===== src/rtl/lutram_fifo32x16.sv =====
// 32x16 first-word-fall-through FIFO on distributed RAM (sync write, async read).
// Status flags are registered from the next count so they always agree with COUNT.
module lutram_fifo32x16 #(
  parameter int unsigned ALMOST_FULL_THR  = 28,
  parameter int unsigned ALMOST_EMPTY_THR = 4,
  parameter bit          IS_CLK_INVERTED  = 1'b0
) (
  input  logic        CLK,
  input  logic        RST_N,
  input  logic        WR_EN,
  input  logic [15:0] WR_DATA,
  input  logic        RD_EN,
  output logic [15:0] RD_DATA,
  output logic        EMPTY,
  output logic        FULL,
  output logic        ALMOST_EMPTY,
  output logic        ALMOST_FULL,
  output logic [5:0]  COUNT,
  output logic        OVERFLOW,
  output logic        UNDERFLOW
);

  localparam logic [5:0] AF_THR = 6'(ALMOST_FULL_THR);
  localparam logic [5:0] AE_THR = 6'(ALMOST_EMPTY_THR);

  // Inverting the clock lets every register share one posedge process.
  logic clk_act;
  assign clk_act = CLK ^ IS_CLK_INVERTED;

  logic [15:0] mem_q [32];
  logic [4:0]  wp_q, wp_d, rp_q, rp_d;
  logic [5:0]  count_q, count_d;
  logic        empty_q, empty_d, full_q, full_d;
  logic        ae_q, ae_d, af_q, af_d;
  logic        ovf_q, ovf_d, unf_q, unf_d;
  logic        wr_acc, rd_acc;

  assign wr_acc = RST_N & WR_EN & ~full_q;
  assign rd_acc = RST_N & RD_EN & ~empty_q;

  always_comb begin
    wp_d    = wp_q;
    rp_d    = rp_q;
    count_d = count_q;
    ovf_d   = 1'b0;
    unf_d   = 1'b0;
    if (!RST_N) begin
      wp_d    = '0;
      rp_d    = '0;
      count_d = '0;
    end else begin
      if (wr_acc) wp_d = wp_q + 5'd1;
      if (rd_acc) rp_d = rp_q + 5'd1;
      if (wr_acc && !rd_acc)      count_d = count_q + 6'd1;
      else if (rd_acc && !wr_acc) count_d = count_q - 6'd1;
      ovf_d = WR_EN & full_q;
      unf_d = RD_EN & empty_q;
    end
    empty_d = (count_d == 6'd0);
    full_d  = (count_d == 6'd32);
    ae_d    = (count_d <= AE_THR);
    af_d    = (count_d >= AF_THR);
  end

  always_ff @(posedge clk_act) begin
    if (wr_acc) mem_q[wp_q] <= WR_DATA;
  end

  always_ff @(posedge clk_act) begin
    wp_q    <= wp_d;
    rp_q    <= rp_d;
    count_q <= count_d;
    empty_q <= empty_d;
    full_q  <= full_d;
    ae_q    <= ae_d;
    af_q    <= af_d;
    ovf_q   <= ovf_d;
    unf_q   <= unf_d;
  end

  assign RD_DATA      = mem_q[rp_q];
  assign EMPTY        = empty_q;
  assign FULL         = full_q;
  assign ALMOST_EMPTY = ae_q;
  assign ALMOST_FULL  = af_q;
  assign COUNT        = count_q;
  assign OVERFLOW     = ovf_q;
  assign UNDERFLOW    = unf_q;

endmodule

===== config.mk =====
export PLATFORM = sky130hd
export DESIGN_NAME = lutram_fifo32x16
export DESIGN_NICKNAME = d
export VERILOG_FILES = /design/src/rtl/lutram_fifo32x16.sv
export SDC_FILE = /design/constraint.sdc
export NUM_CORES = 1
export LEC_CHECK = 0
export BUFFER_PORTS_ARGS = -buffer_cell sky130_fd_sc_hd__buf_2
export CAP_MARGIN = 20
export CORE_ASPECT_RATIO = 0.7
export CORE_MARGIN = 1
export CORE_UTILIZATION = 30
export CTS_BUF_LIST = sky130_fd_sc_hd__clkbuf_4 sky130_fd_sc_hd__clkbuf_8
export DETAILED_ROUTE_END_ITERATION = 10
export GPL_ROUTABILITY_DRIVEN = 0
export GPL_TIMING_DRIVEN = 1
export HOLD_SLACK_MARGIN = 0.12
export PLACE_DENSITY_LB_ADDON = 0.12
export SKIP_CTS_REPAIR_TIMING = 1
export SLEW_MARGIN = 15
export SYNTH_ARGS = -nofsm -noshare
export SYNTH_HDL_FRONTEND = slang
export SYNTH_SLANG_ARGS = --single-unit

===== constraint.sdc =====
create_clock -name CLK -period 4.15 [get_ports CLK]
set_clock_uncertainty 0.15 [all_clocks]
set_input_delay 0.6225 -clock CLK [delete_from_list [all_inputs] [get_ports CLK]]
set_output_delay 0.6225 -clock CLK [all_outputs]
set_load 0.05 [all_outputs]

==> impl_results.md, run 1 <==
* Boundary Pins at between 40 and 50
* DRT iter0 DRCs at 946
* Slew Limit Headroom at roughly a third
* Post-synth cell types at 38
* Clk_lat worst skew at 650 ps
* Placed cell areas at 22560 um^2
* Req. time, crit path at 3380 ps
* Peak Freq at about 250 MHz
* Final Hold Vio Count at 0
* Die height at about 220 um
* Largest net degree at the start of global routing at 33
* Register area share after synthesis at 76.81%
* Post-DP HPWL at 30160 um
* Post-route cell area at 24230 um^2
* Register area at 15930 um^2
* Via count at 9728
* Worst-path clk slew at around 70 ps
* WL/cell at 26.26 um
* Peak supply drop at 220.2 uV
* # DRC at 0
* Vias in the first global route at 10381
* Die ar. at about 70000 um^2
* Core Rows at 80
* Detailed Routing Iterations Pass 1 at 4
* CTS sink cnt at 539
* Crit end category: output pin
* Post-Syn Area at 20720 um^2
* Area of the multi-input gates at 4658 um^2
* Synth top area cells: edfxtp_1, mux4_2, dfxtp_1
* Die width at 316.1 um
* Max Root-Sink Buffers at 3
* Share of cells above drive strength 1 at 40.71%
* Area growth syn-to-layout at 16.95%
* Startpoint Class: flop
* CTS tree: built
* # port buffers at 47
* Worst hold path class: input pin to flop
* Endpoints failing setup at 0
* First-pass GRT wire length at ~77000 um
* Area leader, netlist: edfxtp_1
* Tot GR Track Use at 15.63%
* Synthesis-stage register bit count at 539
* Critical path class: flop to output pin
* Antenna violations before repair at 4
* Initial Util at 30.35%
* Number of CTS-inserted buffers at 85
* PwrDens at 478.4 nW/um^2
* Slew @ Worst Pin at 998.5 ps
* Final ANT Viol Nets at 0
* Slew Viols, Final at 0
* Post-Route WL at 53280 um
* Nets@finish at 1083
* Synthesized area per cell at 22.97 um^2
* Arrival time worst endpoint at 3220 ps
* Net count after synthesis at 929
* Tcrit/Tclk final at 96.20%
* Synth warn at 0
* Fillers at 6353
* Grt total ovfl at 0
* Util after Layout at 35.50%
* Top-area cell type share of the netlist area at 74.20%
* Minimum clock period at between 3000 and 4000 ps
* H-tree levels at 3
* Leak at around 0.0074 uW
* Setup repair after global routing missed its margin: no
* Max-cap viol count at 0
* Vias per inst at 4.794
* CTS root buffer: clkbuf_8
* Gate Count Post-Synth at between 900 and 1000
* Core Area at 68270 um^2
* Critical path peak fanout at 28
* Outcome: completed
-- synthesized netlist by cell type, drive strengths merged --
cell and n:
dfxtp 27, nor4 2, or2 2, o32a 1, edfxtp 512, nor2 37, and2 8, nor3 2
or3b 1, nand3b 4, o2111ai 1, nand4 5, clkbuf 26, ha 7, o21ai 1, nand2 22
nor4b 1, or3 1, mux2 16, a211oi 1, o21a 3, mux2i 3, xnor2 8, a31o 1
a21oi 3, and3b 3, and3 3, nand2b 3, inv 6, mux4 160, buf 19, a21boi 1
a21o 1, o32ai 1, nand3 10
-- cell usage in the layout, fill, tap and decap left out, types with 2 or more instances in the layout --
cell             n
a21oi_1          3
and2_1           8
and3_1           3
and3b_1          3
buf_12          12
buf_2           47
buf_4           50
clkbuf_4        28
clkbuf_8        89
clkinv_1        24
clkinv_2        11
clkinvlp_4       3
dfxtp_1         23
dfxtp_2          2
dfxtp_4          2
diode_2          2
dlygate4sd3_1    2
edfxtp_1       512
ha_1             7
inv_1            6
mux2_2          16
mux2i_1          3
mux4_2         160
nand2_1         22
nand2b_1         3
nand3_1         10
nand3b_1         4
nand4_1          5
nor2_1           5
nor2_2          32
nor3_1           2
nor4_1           2
o21a_1           3
or2_2            2
xnor2_1          8
-- cells by family after synthesis --
kind of cell,count (synthesis),synth area share (%)
fa+ha+maj,7,0.4227
mux,179,18.40
xor+xnor,8,0.3382
flops,539,76.81
buf+inv,51,1.099
compound gates,14,0.4891
simple gates,104,2.440
-- layout make-up --
cell class              instances  area share [%]
repair buffers                112           3.640
diodes                          2         0.02065
multi-input cells             312           19.22
clock buffers                 117           5.922
well taps                     902           4.657
clock inverters                39          0.7280
flip-flops and latches        539           65.72
inverters                       6         0.09294
-- power breakdown --
group,internal (uW),switching (uW)
Clock,2240,2120
Combinational,521,665
Sequential,6000,51.2
Total,8760,2830
-- metal layers --
layer,global-route usage (%),share of wire (%),vias to the layer above
met2,22.59,44,225
met3,2.909,4.0,78
met5,0,0,-
met4,4.317,1.9,0
met1,23.91,50,5292
li1,-,-,4133
-- worst max-delay path, stage by stage, from the launching register on --
cell and delay, ps:
dfxtp_4 600, buf_12 270, buf_12 250, mux4_2 330, mux4_2 510, mux2_2 330, buf_2 230
-- registers in the layout, summed over array words and instances (netlist names), 5 cells and up, named ones only --
register and flops:
wp_q 5, rp_q 5, mem_q 512, COUNT 6
-- per-stage QoR --
stage | std cells | setup slack, ps | total power (uW) | hold WS, ps | TNS (ps)
after global routing | 2028 | 44.10 | 12060 | 265.6 | 0
after global placement | 1864 | 739.6 | 7364 | 336.6 | 0
after CTS | 2020 | -8.535 | 11750 | 36.99 | -12.23
final | 2029 | 157.9 | 11590 | 288.5 | 0
after detailed placement | 1864 | 726.5 | 7368 | 352.5 | 0
after floorplan | 902 | 1205 | 6959 | 314.8 | 0
-- worst paths after layout --
| check | slack, ps | start | cells after the start | to |
|---|---|---|---|---|
| max | 160 | flop | 6 | RD_DATA[3] |
| min | 290 | RST_N | 2 | wp_q[4]$_SDFFE_PN0P_ |
| min reg2reg | 370 | rp_q[1]$_SDFFE_PN0N_ | 2 | flop |
| max reg2reg | 1830 | EMPTY$_DFF_P_ | 5 | ALMOST_FULL$_DFF_P_ |
Note: power is estimated with default switching activity, not from simulation.
==> run 2: changes to the inputs <==
==> constraint.sdc (replaced) <==
create_clock -name CLK -period 4.56 [get_ports CLK]
set_clock_uncertainty 0.15 [all_clocks]
set_input_delay 0.684 -clock CLK [delete_from_list [all_inputs] [get_ports CLK]]
set_output_delay 0.684 -clock CLK [all_outputs]
set_load 0.05 [all_outputs]
==> run 2 against run 1 <==
First-iteration DRC count is 7.7% lower. Non-clock buffer count decreased by 16. Combinational power down 13%. Die area stayed put. Worst setup slack better by 190 ps. Register-to-register slack improved by 190 ps. Final cell count is 1.2% lower. Hold slack worse by 130 ps. Sequential share of layout area up 0.34 points. Design area decreased by 0.52%. Clock power down 6.9%. Critical endpoint is now RD_DATA[15].
==> impl_results.md, run 2 (synthesized netlist as in run 1, its figures left out) <==
* Outcome: completed
* Area growth syn-to-layout at 16.34%
* Placed cell areas at 22460 um^2 (-0.41%)
* Die width at 316.1 um (unchanged)
* Slew Limit Headroom at 48.75% (+15 points)
* Die ar. at 70140 um^2 (unchanged)
* Setup repair after global routing missed its margin: no
* Vias in the first global route at 10082 (-2.9%)
* PwrDens at 440.2 nW/um^2 (-8.0%)
* Max-cap viol count at 0 (unchanged)
* Minimum clock period at between 4000 and 5000 ps
* Worst path max stage delay at 750 ps (+150 ps)
* Slowest cell on crit path: dfxtp_4
* Die height at 221.9 um (unchanged)
* Leak at 0.007365 uW (-0.87%)
* DRT iter0 DRCs at 873 (-7.7%)
* CP Cell Sequence: buf_4 -> mux4_2 -> mux4_2 -> mux2_2 -> buf_2
* Req. time, crit path at 3730 ps (+350 ps)
* Vias per inst at 4.869 (+1.6%)
* # DRC at 0 (unchanged)
* Largest net degree at the start of global routing at 45 (+36%)
* Worst setup margin at 344.2 ps (+186.4 ps)
* Peak supply drop at 202.4 uV (-8.1%)
* Grt total ovfl at 0 (unchanged)
* Pre-CTS setup slack at 958.9 ps (+232.4 ps)
* Via count at 9762 (+0.35%)
* Commonest non-fill, non-tap cell in the layout: edfxtp_1
* Detailed Routing Iterations Pass 1 at 4 (unchanged)
* Antenna violations before repair at 2 (-2)
* CTS tree: built
* Util after Layout at 35.31% (-0.19 points)
* Design Power at 10610 uW (-8.5%)
* Critical path class: flop to output pin
* Post-Route WL at 52900 um (-0.71%)
* Slew @ Worst Pin at 767.8 ps (-230.7 ps)
* Boundary Pins at 48 (unchanged)
* Top reg by flops: mem_q
* CTS sink cnt at 539 (unchanged)
* Crit end category: output pin
* Clk_lat worst skew at 660 ps (about the same)
* Arrival time worst endpoint at 3380 ps (+160 ps)
* WL/cell at 26.38 um (+0.48%)
* Commonest cells after routing, fill and taps aside: edfxtp_1, mux4_2, clkbuf_8
* Slew Viols, Final at 0 (unchanged)
* Tot GR Track Use at 15.45% (-0.18 points)
* Final Hold Vio Count at 0 (unchanged)
* Critical path peak fanout at 25 (-11%)
* Number of CTS-inserted buffers at 85 (unchanged)
* Post-route cell area at 24110 um^2 (-0.52%)
* Core Rows at 80 (unchanged)
* Setup TNS at 0 ps (unchanged)
* First-pass GRT wire length at 76130 um (-1.2%)
* Nets@finish at 1067 (-1.5%)
* Initial Util at 30.35% (unchanged)
* Startpoint Class: flop
* Worst hold path class: input pin to flop
* # port buffers at 47 (unchanged)
* Worst-path clk slew at 60 ps (about the same)
* H-tree levels at 3 (unchanged)
* Most used cell, CP: mux4_2
* CTS root buffer: clkbuf_8
* Tcrit/Tclk final at 92.45%
* Endpoints failing setup at 0 (unchanged)
* Max Root-Sink Buffers at 3 (unchanged)
* Final ANT Viol Nets at 0 (unchanged)
* Peak Freq at 237.2 MHz
* Max FFs per register at 512 (unchanged)
* Core Area at 68270 um^2 (unchanged)
* Post-DP HPWL at 29560 um (-2.0%)
* Share of cells above drive strength 1 at 40.74% (about the same)
[run 2: power by group]
group          internal (uW)  leakage (uW)  total [uW]  switching [uW]
sequential              5460       0.00483        5530            66.9
combinational            449       0.00166        1030             579
clock                   2160      0.000880        4060            1900
[run 2: worst max-delay path, delay by kind of cell, from the launching register on]
kind,cells,cell delay (ps)
mux,3,1340
buf+inv,2,600
flops,1,750
[run 2: stage by stage]
| stage | hold slack, ps | std cells |
|---|---|---|
| 6_report | 163.1 | 2005 |
| 3_5_place_dp | 334.7 | 1855 |
| 5_1_grt | 121.6 | 2005 |
| 2_1_floorplan | 314.8 | 902 |
| 4_1_cts | 94.45 | 2004 |
| 3_3_place_gp | 331.8 | 1855 |
[run 2: area by class of cell]
cell class / count / area (um^2)
inverter: 6 / 22.52
sequential: 539 / 15930
clock inverter: 19 / 90.09
fill: 6349 / 44160
timing repair buffer: 96 / 728.2
tap: 902 / 1129
clock buffer: 130 / 1551
antenna: 1 / 2.502
multi-input combinational: 312 / 4658
[run 2: per-layer routing]
metal / GRT usage, % / wire [um] / vias up
li1: - / - / 4095
met1: 24.29 / 27230 / 5390
met2: 21.45 / 22810 / 203
met3: 3.208 / 1982 / 74
met4: 3.989 / 879 / 0
met5: 0 / 0 / -
[run 2: path summary, 6_finish.rpt]
path	cells past startpoint	end	slack, ps	startpoint
worst max-delay path	5	RD_DATA[15]	340	flop
worst min-delay path	2	UNDERFLOW$_SDFF_PN0_	160	RD_EN
worst max register to register	4	mem_q[15][4]$_DFFE_PP_	2020	FULL$_DFF_P_
worst min register to register	2	flop	350	rp_q[1]$_SDFFE_PN0N_
